--- src/rtl/updown_counter.sv ---
// Parametrised up/down counter with enable, synchronous clamped load and registered wrap pulse.
// Define UPDOWN_COUNTER_SAT_EN to build the saturating variant (holds at the limits, wrap tied low).
module updown_counter #(
    parameter int               WIDTH = 8,
    parameter logic [WIDTH-1:0] MAX   = {WIDTH{1'b1}}
) (
    input  logic             i_clk,
    input  logic             i_rst,
    input  logic             i_en,
    input  logic             i_up,
    input  logic             i_load,
    input  logic [WIDTH-1:0] i_load_val,
    output logic [WIDTH-1:0] o_val,
    output logic             o_tc,
    output logic             o_wrap
);

    localparam logic [WIDTH:0]   MAX_EXT = {1'b0, MAX};
    localparam logic [WIDTH:0]   ONE_EXT = {{WIDTH{1'b0}}, 1'b1};
    localparam logic [WIDTH-1:0] ZERO    = '0;

    logic [WIDTH-1:0] r_val;
    logic [WIDTH-1:0] w_val_nxt;
    logic [WIDTH-1:0] w_load_clamped;
    logic [WIDTH-1:0] w_dec;
    logic [WIDTH:0]   w_inc;
    logic             w_at_max;
    logic             w_at_zero;
    logic             w_at_limit;

    // One extra bit keeps MAX = 2**WIDTH-1 from aliasing to zero on increment.
    assign w_inc     = {1'b0, r_val} + ONE_EXT;
    assign w_dec     = r_val - ONE_EXT[WIDTH-1:0];
    assign w_at_max  = (w_inc == (MAX_EXT + ONE_EXT));
    assign w_at_zero = (r_val == ZERO);

    assign w_load_clamped = (i_load_val > MAX) ? MAX : i_load_val;

    assign w_at_limit = i_en & ((i_up & w_at_max) | (~i_up & w_at_zero));

    always_comb begin
        w_val_nxt = r_val;
        if (i_load) begin
            w_val_nxt = w_load_clamped;
        end else if (i_en) begin
            if (i_up) begin
                if (!w_at_max) begin
                    w_val_nxt = w_inc[WIDTH-1:0];
                end else begin
`ifdef UPDOWN_COUNTER_SAT_EN
                    w_val_nxt = r_val;
`else
                    w_val_nxt = ZERO;
`endif
                end
            end else begin
                if (!w_at_zero) begin
                    w_val_nxt = w_dec;
                end else begin
`ifdef UPDOWN_COUNTER_SAT_EN
                    w_val_nxt = r_val;
`else
                    w_val_nxt = MAX;
`endif
                end
            end
        end
    end

    always_ff @(posedge i_clk or posedge i_rst) begin
        if (i_rst) begin
            r_val <= ZERO;
        end else begin
            r_val <= w_val_nxt;
        end
    end

`ifdef UPDOWN_COUNTER_SAT_EN
    assign o_wrap = 1'b0;
`else
    logic r_wrap;
    logic w_wrap_nxt;

    // A boundary crossing is exactly an enabled edge taken at the limit, unless load overrides it.
    assign w_wrap_nxt = w_at_limit & ~i_load;

    always_ff @(posedge i_clk or posedge i_rst) begin
        if (i_rst) begin
            r_wrap <= 1'b0;
        end else begin
            r_wrap <= w_wrap_nxt;
        end
    end

    assign o_wrap = r_wrap;
`endif

    assign o_val = r_val;
    assign o_tc  = w_at_limit;

endmodule

--- config.mk ---
export PLATFORM = sky130hd
export DESIGN_NAME = updown_counter
export DESIGN_NICKNAME = d
export VERILOG_FILES = /design/src/rtl/updown_counter.sv
export SDC_FILE = /design/constraint.sdc
export NUM_CORES = 1
export LEC_CHECK = 0
export ABC_AREA = 1
export ABC_CLOCK_PERIOD_IN_PS = 1600
export CAP_MARGIN = 20
export CORE_AREA = 5 5 52 65
export CTS_CLUSTER_DIAMETER = 50
export DETAILED_ROUTE_END_ITERATION = 7
export DIE_AREA = 0 0 57 70
export SKIP_LAST_GASP = 1
export SYNTH_ARGS = -nofsm -noshare
export SYNTH_HDL_FRONTEND = slang
export SYNTH_SLANG_ARGS = --single-unit
--- constraint.sdc ---
create_clock -name i_clk -period 1.6 [get_ports i_clk]
set_input_delay 0.24 -clock i_clk [delete_from_list [all_inputs] [get_ports i_clk]]
set_output_delay 0.24 -clock i_clk [all_outputs]
set_load 0.01 [all_outputs]
==> summary.txt, run 1 <==
crit start category: flop
Hold WC Path Type: primary input to async pin
clk root buf: clkbuf_4
worst setup path class: flop to output port
fin crit share: 1.14
CTS Buf Count: 3
final setup violation count: 1
syn_nets: 155
critical path capture point type: output port
first-pass GRT wire length: 4.88 mm
gr usage total: 0.153
Synth Register Bits: 9
Area contributors post-synth: dfrtp_1 25%, nand2_1 17%, nand3_1 8.4%
global placement routability congestion: 0.961
maxcap violations: 0
fmax: 549 MHz
I/O pin count: 23
Req. time, crit path: 1360 ps
P_leak: 0.739 nW
worst-case clock buffer depth: 2
count of cell types in the netlist: 27
Final WS setup: -221 ps
failing checks: negative setup slack
antenna violations before repair: 0
final net count: 209
DR DRC count: 0
Yosys top cell by area: dfrtp_1
Sequential Area: 226 um2
clk sinks: 9
CP max FO: 3
Max-slew headroom: 0.735
first drt pass iteration count: 4
Initial Util: 0.334
largest net degree at the start of global routing: 10
Clock Latency Late Sink: 270 ps
top-count cell post-synth: nand2_1
fraction of layout cells with a size suffix above 1: 0.298
RSZ-0062 raised after global routing: true
via count: 1074
Final Util: 0.520
post-DP HPWL: 2.31 mm
Area Overhead vs Synth: 55.4%
Hold-fix buffers, CTS: 0
remaining global-route overflow: 0
final wirelength: 2.79 mm
commonest cells in the synthesized netlist: 40 x nand2_1, 15 x nand3_1, 13 x nor2_1
Cell Rows: 21
Seq/Total Area, Yosys: 0.251
die area: 0.00399 mm2
syn_area_per_cell: 6.49 um2
Multi-input gate area: 566 um2
DIE WIDTH: 57 um
Ant. Diodes: 0
power per cell area: 679 mW/mm2
status: complete, but fails checks
clock transition at the registers of the reported paths: 70 ps
Post-Synthesis Cells: 138
peak supply drop: 471 uV
layout filler cell count: 292
Port Buffers: 22
H-tree level count: 1
routed length per instance: 12.4 um
post-synth top area share: 0.251
worst slew pin tran: 397 ps
Total Power: 946 uW
core area: 0.00268 mm2
asr flop ratio synth: 1.00
Die H: 70 um
max-slew violation count: 0
Via density: 4.77
most frequent CP cell: nand2_2
TritonCTS clock tree: done
Fin. Hold Viols: 0
clock period minus worst slack: 1820 ps
Worst Path Arrival: 1580 ps
initial DRC count: 33
Clock Skew: 7.52 ps
commonest register cell after synthesis: dfrtp_1
Yosys warning count: 0
Post-synth EDFFs: 0
synthesized area: 896 um2
CP Cell Sequence: ha_2 > nand2_2 > nor2_4 > nand2_2 > nor3_2 > nand3b_1 > a21oi_2 > buf_2
max incr delay on CP: 380 ps
Slowest-stage cell, CP: dfrtp_1
Routed Antenna Nets: 0
vias in the first global route: 1129
-- cell families (layout without fill, tap and decap cells) --
family,Yosys count,in the layout,synth area share
AO/OA/AOI/OAI,17,17,0.109
adder cells (fa/ha/maj),4,4,0.0559
AND/OR/NAND/NOR,82,82,0.440
XOR/XNOR,2,2,0.0196
buffers and inverters,24,77,0.124
flip-flops,9,9,0.251
-- stage by stage --
stage | TNS, ps | std cells | worst slack (ps) | instance area, um2 | hold slack [ps]
floorplan | 0 | 138 | 28.8 | 900 | 67.9
global placement | -350 | 220 | -312 | 1360 | 539
detailed placement | -491 | 220 | -324 | 1360 | 556
CTS | -247 | 224 | -247 | 1380 | 258
global route | -645 | 225 | -340 | 1390 | 291
finish | -221 | 225 | -221 | 1390 | 247
-- registers in the layout (all words and copies together), names as in the netlist --
name    count
o_val       8
o_wrap      1
-- layout by cell type (no fill, tap or decap), drive strengths merged --
master          n
nand2          44
buf            32
inv            19
nor2           18
nand3          17
clkdlybuf4s50  13
dfrtp           9
o21ai           8
dlygate4sd2     5
a22oi           4
a21oi           4
ha              4
clkbuf          4
dlymetal6s2s    3
xor2            2
o211ai          1
clkinv          1
nor3            1
nand3b          1
nand4           1
-- layout make-up --
| class | count | share of cell area |
|---|---|---|
| Multi-Input combinational cell | 105 | 0.406 |
| Timing Repair Buffer | 53 | 0.323 |
| Sequential cell | 9 | 0.163 |
| Inverter | 20 | 0.0593 |
| Tap cell | 34 | 0.0305 |
| Clock buffer | 4 | 0.0189 |
-- power breakdown --
group          switching, mW  total (mW)  internal (mW)  leakage (nW)
clock                 0.0896       0.186         0.0964        0.0150
combinational          0.239       0.471          0.232         0.615
sequential            0.0350       0.289          0.254         0.109
-- layer usage --
metal | track usage | wire [um] | vias up
li1 | - | - | 545
met1 | 0.177 | 1130 | 494
met2 | 0.280 | 1480 | 29
met3 | 0.0221 | 132 | 6
met4 | 0.0541 | 43 | 0
met5 | 0 | 0 | -
-- worst max-delay path, delay by kind of cell, from the launching register on --
| kind | cells | cell delay, ps |
|---|---|---|
| compound gates | 1 | 150 |
| buf+inv | 1 | 140 |
| simple gates | 5 | 440 |
| fa+ha+maj | 1 | 200 |
| flops | 1 | 380 |
-- worst paths after layout --
check,from,to,slack [ps],cells after the start
max,o_val[1]$_DFFE_PP0P_,o_tc,-220,8
min,i_rst,o_val[0]$_DFFE_PP0P_,250,2
max reg2reg,o_val[0]$_DFFE_PP0P_,o_val[6]$_DFFE_PP0P_,20,10
min reg2reg,o_val[3]$_DFFE_PP0P_,o_val[3]$_DFFE_PP0P_,670,3
max in group asynchronous,i_rst,o_val[2]$_DFFE_PP0P_,1040,2
min in group i_clk,i_load_val[1],o_val[1]$_DFFE_PP0P_,590,3
-- repair_timing --
item / CTS / global route
pin swaps: 2 / 1
setup endpoints to repair: 6 / 7
setup buffers: 0 / 1
gates resized for setup: 11 / 4
Note: power is estimated with default switching activity, not from simulation.
==> inputs of run 2 (changes only) <==
Settings changed: ABC_CLOCK_PERIOD_IN_PS 1600 to 2200, CTS_BUF_LIST from default to sky130_fd_sc_hd__clkbuf_16.
Clock period 1.6 ns to 2.2 ns, I/O delays scaled along.
==> run 2 against run 1 <==
The flow now finishes without violations. Count of clock-buffer cells in the layout is 1 lower. Flip-flop and latch count stayed put. Register-to-register slack better by 620 ps. Non-clock buffer count is 21 lower. Utilization is 4.1 points lower. First-iteration DRC count is 27% lower. Via count is 8.3% lower. Global-route usage is 0.13 points higher. Wire length is 7.7% lower. Worst setup slack better by 440 ps. Critical endpoint unchanged.
==> summary.txt, run 2 (synthesis gave the netlist of run 1 again) <==
final non-filler cell total: 204
fmax: 506 MHz
Cell Rows: 21
clk sinks: 9
WP depth: 8
via count: 985
Max-slew headroom: 0.535
CTS Buf Count: 3
Ant. Diodes: 0
gr usage total: 0.155
Flop pwr share: 0.267
commonest non-fill, non-tap cell in the layout: nand2_1
fin crit share: 0.899
slack of the worst reg-to-reg path: 640 ps
critical path capture point type: output port
Initial Util: 0.334
Clock Latency Late Sink: 240 ps
CP delay by family, top: simple AND/OR/NAND/NOR gates
initial DRC count: 24
P_sw: 268 uW
Switching Fraction: 0.325
Clock Skew: 3.77 ps
CP startpoint: o_val[1]$_DFFE_PP0P_
Hold-fix buffers, CTS: 0
Die H: 70 um
I/O pin count: 23
Comb pwr share: 0.346
Fin. Hold Viols: 0
clk root buf: clkbuf_16
status: finished, final reports clean
CP Cell Sequence: ha_2 > nand2_2 > nor2_4 > nand2_2 > nor3_2 > nand3b_1 > a21oi_1 > clkbuf_2
final wirelength: 2.57 mm
Slowest-stage cell, CP: dfrtp_2
global placement routability congestion: 0.903
Area Overhead vs Synth: 43.2%
max incr delay on CP: 410 ps
first drt pass iteration count: 4
vias in the first global route: 1018
DR DRC count: 0
core area: 0.00268 mm2
clock transition at the registers of the reported paths: 40 ps
Via density: 4.83
Worst Path Arrival: 1650 ps
Bufs and invs on worst path: 1
commonest cells after routing, fill and taps aside: 40 x nand2_1, 21 x clkdlybuf4s50_1, 15 x nand3_1
maxcap violations: 0
peak supply drop: 514 uV
worst slew pin tran: 695 ps
Routed Antenna Nets: 0
Final Util: 0.479
first-pass GRT wire length: 4.87 mm
TritonCTS clock tree: done
Req. time, crit path: 1870 ps
Min Hold Slack: 372 ps
internal power: 557 uW
r2r startpoint: o_val[1]$_DFFE_PP0P_
final setup violation count: 0
DIE WIDTH: 57 um
RSZ-0062 raised after global routing: false
routed length per instance: 12.6 um
power per cell area: 643 mW/mm2
H-tree level count: 1
remaining global-route overflow: 0
clock period minus worst slack: 1980 ps
Hold WC Path Type: primary input to async pin
antenna violations before repair: 0
r2r worst-path depth: 10
CP max FO: 6
Port Buffers: 22
worst setup path class: flop to output port
Post-Place Cells: 200
max-slew violation count: 0
most frequent CP cell: nand2_2
postcts setup bufs: 0
P_leak: 0.623 nW
post-DP HPWL: 2.09 mm
final net count: 188
worst-case clock buffer depth: 2
clock group share of total power: 0.387
crit start category: flop
setup TNS: 0 ps
Largest register FFs: 8
die area: 0.00399 mm2
largest net degree at the start of global routing: 12
fraction of layout cells with a size suffix above 1: 0.206
[run 2: changes by cell type in the layout (fill, tap and decap cells not counted), sizes merged]
cell and change:
inv +1, clkdlybuf4s50 +8, buf -22, dlymetal6s2s -3
dlygate4sd2 -5
[run 2: power groups by stage]
stage	clock network (mW)	registers (mW)	logic (mW)
after global routing	0.337	0.225	0.326
after global placement	0	0.221	0.285
final	0.319	0.220	0.285
after detailed placement	0	0.222	0.286
after floorplan	0	0.228	0.155
after CTS	0.323	0.221	0.288
[run 2: path summary, 6_finish.rpt]
kind / endpoint
setup reg to reg: o_val[6]$_DFFE_PP0P_
setup / recovery: o_tc
max in group asynchronous: o_val[1]$_DFFE_PP0P_
hold reg to reg: o_val[1]$_DFFE_PP0P_
hold / removal: o_val[2]$_DFFE_PP0P_
min in group i_clk: o_val[1]$_DFFE_PP0P_
[run 2: metrics by stage]
step	instance area (um2)	power, mW	worst slack [ps]
finish	1280	0.825	223
CTS	1280	0.832	64.0
detailed placement	1200	0.507	9.34
global route	1280	0.888	40.3
global placement	1200	0.506	50.1
floorplan	896	0.383	487
[run 2: timing repair]
action                     4_1_cts  5_1_grt
setup endpoints to repair        1        1
resized for setup                2        3
hold endpoints to repair         0        0
[run 2: worst reg2reg max path, stage by stage (launching register included)]
cell and delay [ps]:
dfrtp_2 440, inv_1 80, buf_4 110, ha_1 180, inv_1 50, nor2_1 190, nand2_1 80, nand2_1 60
nand2_1 50, nor2_1 110, o21ai_1 80
[run 2: final cells by class]
cell class	count	area (um2)
clock buffers	3	75.1
repair buffers	32	290
inverters	20	82.6
multi-input cells	105	562
clock inverters	1	3.75
well taps	34	42.5
fillers	287	1400
flip-flops and latches	9	226
[run 2: metal layers]
layer / GRT usage / vias up / wire length, um
li1: - / 506 / -
met1: 0.188 / 444 / 1070
met2: 0.257 / 30 / 1290
met3: 0.0424 / 5 / 163
met4: 0.0567 / 0 / 40
met5: 0 / - / 0
